File: config.mk
export PLATFORM = sky130hd
export DESIGN_NAME = seq_add_ctrl
export DESIGN_NICKNAME = d
export VERILOG_FILES = /design/src/rtl/seq_add_ctrl.sv
export SDC_FILE = /design/constraint.sdc
export NUM_CORES = 1
export LEC_CHECK = 0
export CAP_MARGIN = 20
export CELL_PAD_IN_SITES_DETAIL_PLACEMENT = 0
export CELL_PAD_IN_SITES_GLOBAL_PLACEMENT = 1
export CORE_UTILIZATION = 46
export DETAILED_ROUTE_END_ITERATION = 10
export DONT_BUFFER_PORTS = 1
export PLACE_DENSITY = 0.82
export SLEW_MARGIN = 20
export SYNTH_ARGS = -nofsm -noshare
export SYNTH_HDL_FRONTEND = slang
export SYNTH_SLANG_ARGS = --single-unit
File: constraint.sdc
create_clock -name clk -period 3.1 [get_ports clk]
set_input_delay 0.155 -clock clk [delete_from_list [all_inputs] [get_ports clk]]
set_output_delay 0.155 -clock clk [all_outputs]
set_load 0.1 [all_outputs]
File: src/rtl/seq_add_ctrl.sv
// Control FSM and serial full-adder stage for an N-bit bit-serial adder.
// It sequences external operand/sum shift registers and captures {cout, result}.
module seq_add_ctrl #(
  parameter int N = 8
) (
  input  logic         clk,
  input  logic         rst,
  input  logic         start,
  input  logic         cin,
  input  logic         a0,
  input  logic         b0,
  input  logic [N-1:0] sum_q,
  output logic         ld,
  output logic         sbit,
  output logic         busy,
  output logic         done,
  output logic [N-1:0] result,
  output logic         cout
);

  localparam int CW = (N > 1) ? $clog2(N) : 1;
  localparam logic [CW-1:0] CNT_LAST = CW'(N - 1);

  typedef enum logic [1:0] {
    IDLE  = 2'd0,
    LOAD  = 2'd1,
    SHIFT = 2'd2,
    CAPT  = 2'd3
  } state_e;

  state_e         state_q;
  logic           carry_q;
  logic           carry_d;
  logic [CW-1:0]  cnt_q;
  logic           done_q;
  logic [N-1:0]   result_q;
  logic           cout_q;

  // Serial full adder: sum bit goes straight to the sum register's serial input.
  always_comb begin
    // NOTE: every always_comb output gets a default first so no path can infer a latch.
    ld      = 1'b0;
    sbit    = 1'b0;
    carry_d = carry_q;
    unique case (state_q)
      LOAD:  ld = 1'b1;
      SHIFT: begin
        sbit    = a0 ^ b0 ^ carry_q;
        carry_d = (a0 & b0) | (a0 & carry_q) | (b0 & carry_q);
      end
      default: ;
    endcase
  end

  always_ff @(posedge clk) begin
    if (rst) begin
      state_q  <= IDLE;
      carry_q  <= 1'b0;
      cnt_q    <= '0;
      done_q   <= 1'b0;
      result_q <= '0;
      cout_q   <= 1'b0;
    end else begin
      // NOTE: sequential state uses non-blocking assignments so every register samples pre-edge values.
      done_q <= 1'b0;
      unique case (state_q)
        IDLE: begin
          if (start) state_q <= LOAD;
        end
        LOAD: begin
          carry_q <= cin;
          cnt_q   <= '0;
          state_q <= SHIFT;
        end
        SHIFT: begin
          carry_q <= carry_d;
          cnt_q   <= cnt_q + CW'(1);
          if (cnt_q == CNT_LAST) state_q <= CAPT;
        end
        CAPT: begin
          // After N shifts the sum register holds the sum LSB-aligned.
          result_q <= sum_q;
          cout_q   <= carry_q;
          done_q   <= 1'b1;
          state_q  <= IDLE;
        end
        default: state_q <= IDLE;
      endcase
    end
  end

  assign busy   = (state_q != IDLE);
  assign done   = done_q;
  assign result = result_q;
  assign cout   = cout_q;

endmodule

==> impl_metrics.env <==
export IMPL_status="finished clean"
export IMPL_ys_ff_latch=16
export IMPL_die_h_um=41.93
export IMPL_wirelength_um=1111
export IMPL_yosysTopAreaCell="dfxtp_1"
export IMPL_p_leak_nw=0.3235
export IMPL_path_class="register to primary output"
export IMPL_grt_max_degree=16
export IMPL_final_cells=92
export IMPL_htreeDepth=1
export IMPL_n_antenna_cell=0
export IMPL_start_util_pct=49.24
export IMPL_synth_top_area_share_pct=43.69
export IMPL_wire_per_inst_um=12.08
export IMPL_postCtsSetupRepairBufs=0
export IMPL_cts_sinks=16
export IMPL_yosysMostFrequentCell="dfxtp_1"
export IMPL_timing_rr_end="result[0]"
export IMPL_finalHoldViolCount=0
export IMPL_cts_root_buf="clkbuf_4"
export IMPL_regToRegStartpoint="state_q[0]"
export IMPL_syn2layout_area_growth_pct=7.338
export IMPL_fin_util_pct=52.86
export IMPL_core_area_um2=1489
export IMPL_viasPerCell=5.141
export IMPL_n_fill_cell=135
export IMPL_ff2ff_setup_slack_ns=1.76
export IMPL_die_x_um=41.93
export IMPL_cts_inserted_buffers=3
export IMPL_rsz0062_at_grt="false"
export IMPL_post_cts_resized=0
export IMPL_syn_inst=74
export IMPL_grt_first_pass_wirelength_um=1787
export IMPL_cts_tree="built"
export IMPL_whs_path_depth=2
export IMPL_drt_initial_drc_count=5
export IMPL_hold_class="input pin to register"
export IMPL_worstPathMaxFanout=4
export IMPL_io_buffers=0
export IMPL_fin_skew_ns=0.003735
export IMPL_worstHoldStart="sum_q[6]"
export IMPL_ctsHoldBuffers=1
export IMPL_gp_congestion=0.7123
export IMPL_worstMarginPinSlew_ns=0.9827
export IMPL_drive_gt1_share_pct=11.84
export IMPL_synth_area_um2=733.2
export IMPL_cts_max_path_buffers=2
export IMPL_clkLatencyLatePin_ns=0.28
export IMPL_seq_area_frac_synth_pct=43.69
export IMPL_dp_slack_ns=1.673
export IMPL_drv_slew=0
export IMPL_drt_first_pass_iters=3
export IMPL_vdd_ir_drop_max_mv=0.5081
export IMPL_gr_total_overflow=0
export IMPL_max_clock_freq_ghz=0.5757
export IMPL_startpoint_type="register"
export IMPL_boundaryPins=27
export IMPL_power_density_nw_per_um2=1035
export IMPL_required_ns=2.94
export IMPL_netlist_top_cells_count="16 x dfxtp_1, 11 x nor2_1, 10 x mux2i_1"
export IMPL_cts_reportedPaths_clkPinSlew_ns=0.09
export IMPL_final_period_utilization_pct=56.03
export IMPL_syn_nets=95
export IMPL_synth_yosys_warnings=0
export IMPL_die_area_um2=1758
export IMPL_reg2regPathDepth=3
export IMPL_drc_errors=0
export IMPL_synthTopCellsByArea="dfxtp_1 44%, mux2i_1 14%, ha_1 10%"
export IMPL_vias=473
export IMPL_first_global_vias=431
export IMPL_dpl_hpwl_um=791.2
export IMPL_dp_cells=87
export IMPL_period_minus_slack_ns=1.737
export IMPL_synth_edff_count=0
export IMPL_fin_nets=98
export IMPL_tns_ns=0
export IMPL_synthFlopType="dfxtp_1"
export IMPL_setup_viol=0
export IMPL_ant_nets=0
export IMPL_end_kind="primary output"
export IMPL_rows=14
export IMPL_max_cap_viol_count=0
export IMPL_hold_end="result[6]"
export IMPL_avgSynthCellArea_um2=9.908
export IMPL_antenna_found_initial=0
export IMPL_grt_use_total_pct=13.87
export IMPL_slew_headroom_pct=34.40
export IMPL_async_flop_share_pct=0
export IMPL_cp_data_arrival_time_ns=1.58
export IMPL_synth_cell_types=17
export IMPL_finalWorstSetupSlack_ns=1.363
-- kinds of logic after synthesis --
logic type | Yosys count | synth area share, %
AOI/OAI and AO/OA | 7 | 7.508
and+or+nand+nor | 22 | 15.02
adders and majority gates | 7 | 12.97
buffers and inverters | 12 | 7.167
muxes | 10 | 13.65
DFF | 16 | 43.69
-- layer usage --
metal  vias to the layer above  part of all wire (%)  global-route usage, %
met2                        20                    43                  20.94
met3                         5                   6.6                  4.348
li1                        244                     -                      -
met5                         -                     0                      0
met1                       204                    47                  15.79
met4                         0                   3.6                  11.61
-- power by group --
part	total [W]	switching, W	internal, W
logic	0.000348	0.000252	0.0000961
registers	0.000334	0.0000987	0.000235
clock network	0.000132	0.0000608	0.0000715
total	0.000815	0.000412	0.000403
-- cell type report --
class	instances	area, µm²	share of cell area [%]
Clock buffer	4	36.28	4.610
Multi-Input combinational cell	46	362.8	46.10
Tap cell	16	20.02	2.544
Inverter	8	30.03	3.816
Sequential cell	16	320.3	40.70
Timing Repair Buffer	2	17.52	2.226
-- flip-flops by register name (all words and copies together), names as in the netlist --
name,flops
state_q,2
carry_q,1
result,8
cout,1
cnt_q,3
done,1
-- critical path, stage by stage, from the launching register on --
cell     delay, ns
dfxtp_1       0.38
inv_1         0.08
ha_1          0.23
inv_1         0.61
-- how the worst max path moves through the flow --
stage | startpoint | to | slack, ns | cells past startpoint
2_1_floorplan | carry_q | sbit | 0.80 | 3
3_3_place_gp | state_q[0] | busy | 1.71 | 3
3_5_place_dp | state_q[0] | busy | 1.67 | 3
4_1_cts | state_q[0] | busy | 1.35 | 3
5_1_grt | state_q[0] | busy | 1.29 | 3
6_report | state_q[0] | busy | 1.36 | 3
-- through the flow --
step	hold WS [ns]	power (W)	cell area, µm²
CTS	0.01345	0.0008241	787.0
finish	0.01727	0.0008146	787.0
floorplan	0.3022	0.0006501	733.2
global placement	0.2220	0.0006781	740.7
global route	0.004297	0.0008588	787.0
detailed placement	0.2245	0.0006865	740.7
-- placed cells by master (no fill, tap or decap), types with 2 or more instances in the layout --
cell	netlist	final
ha_1	6	6
mux2i_1	10	10
dfxtp_1	16	16
a211oi_2	2	2
nor2_1	11	11
a21oi_1	4	4
clkbuf_4	0	3
inv_1	8	8
nand2b_1	4	4
nand3_1	2	2
(Power assumes the default switching activity.)
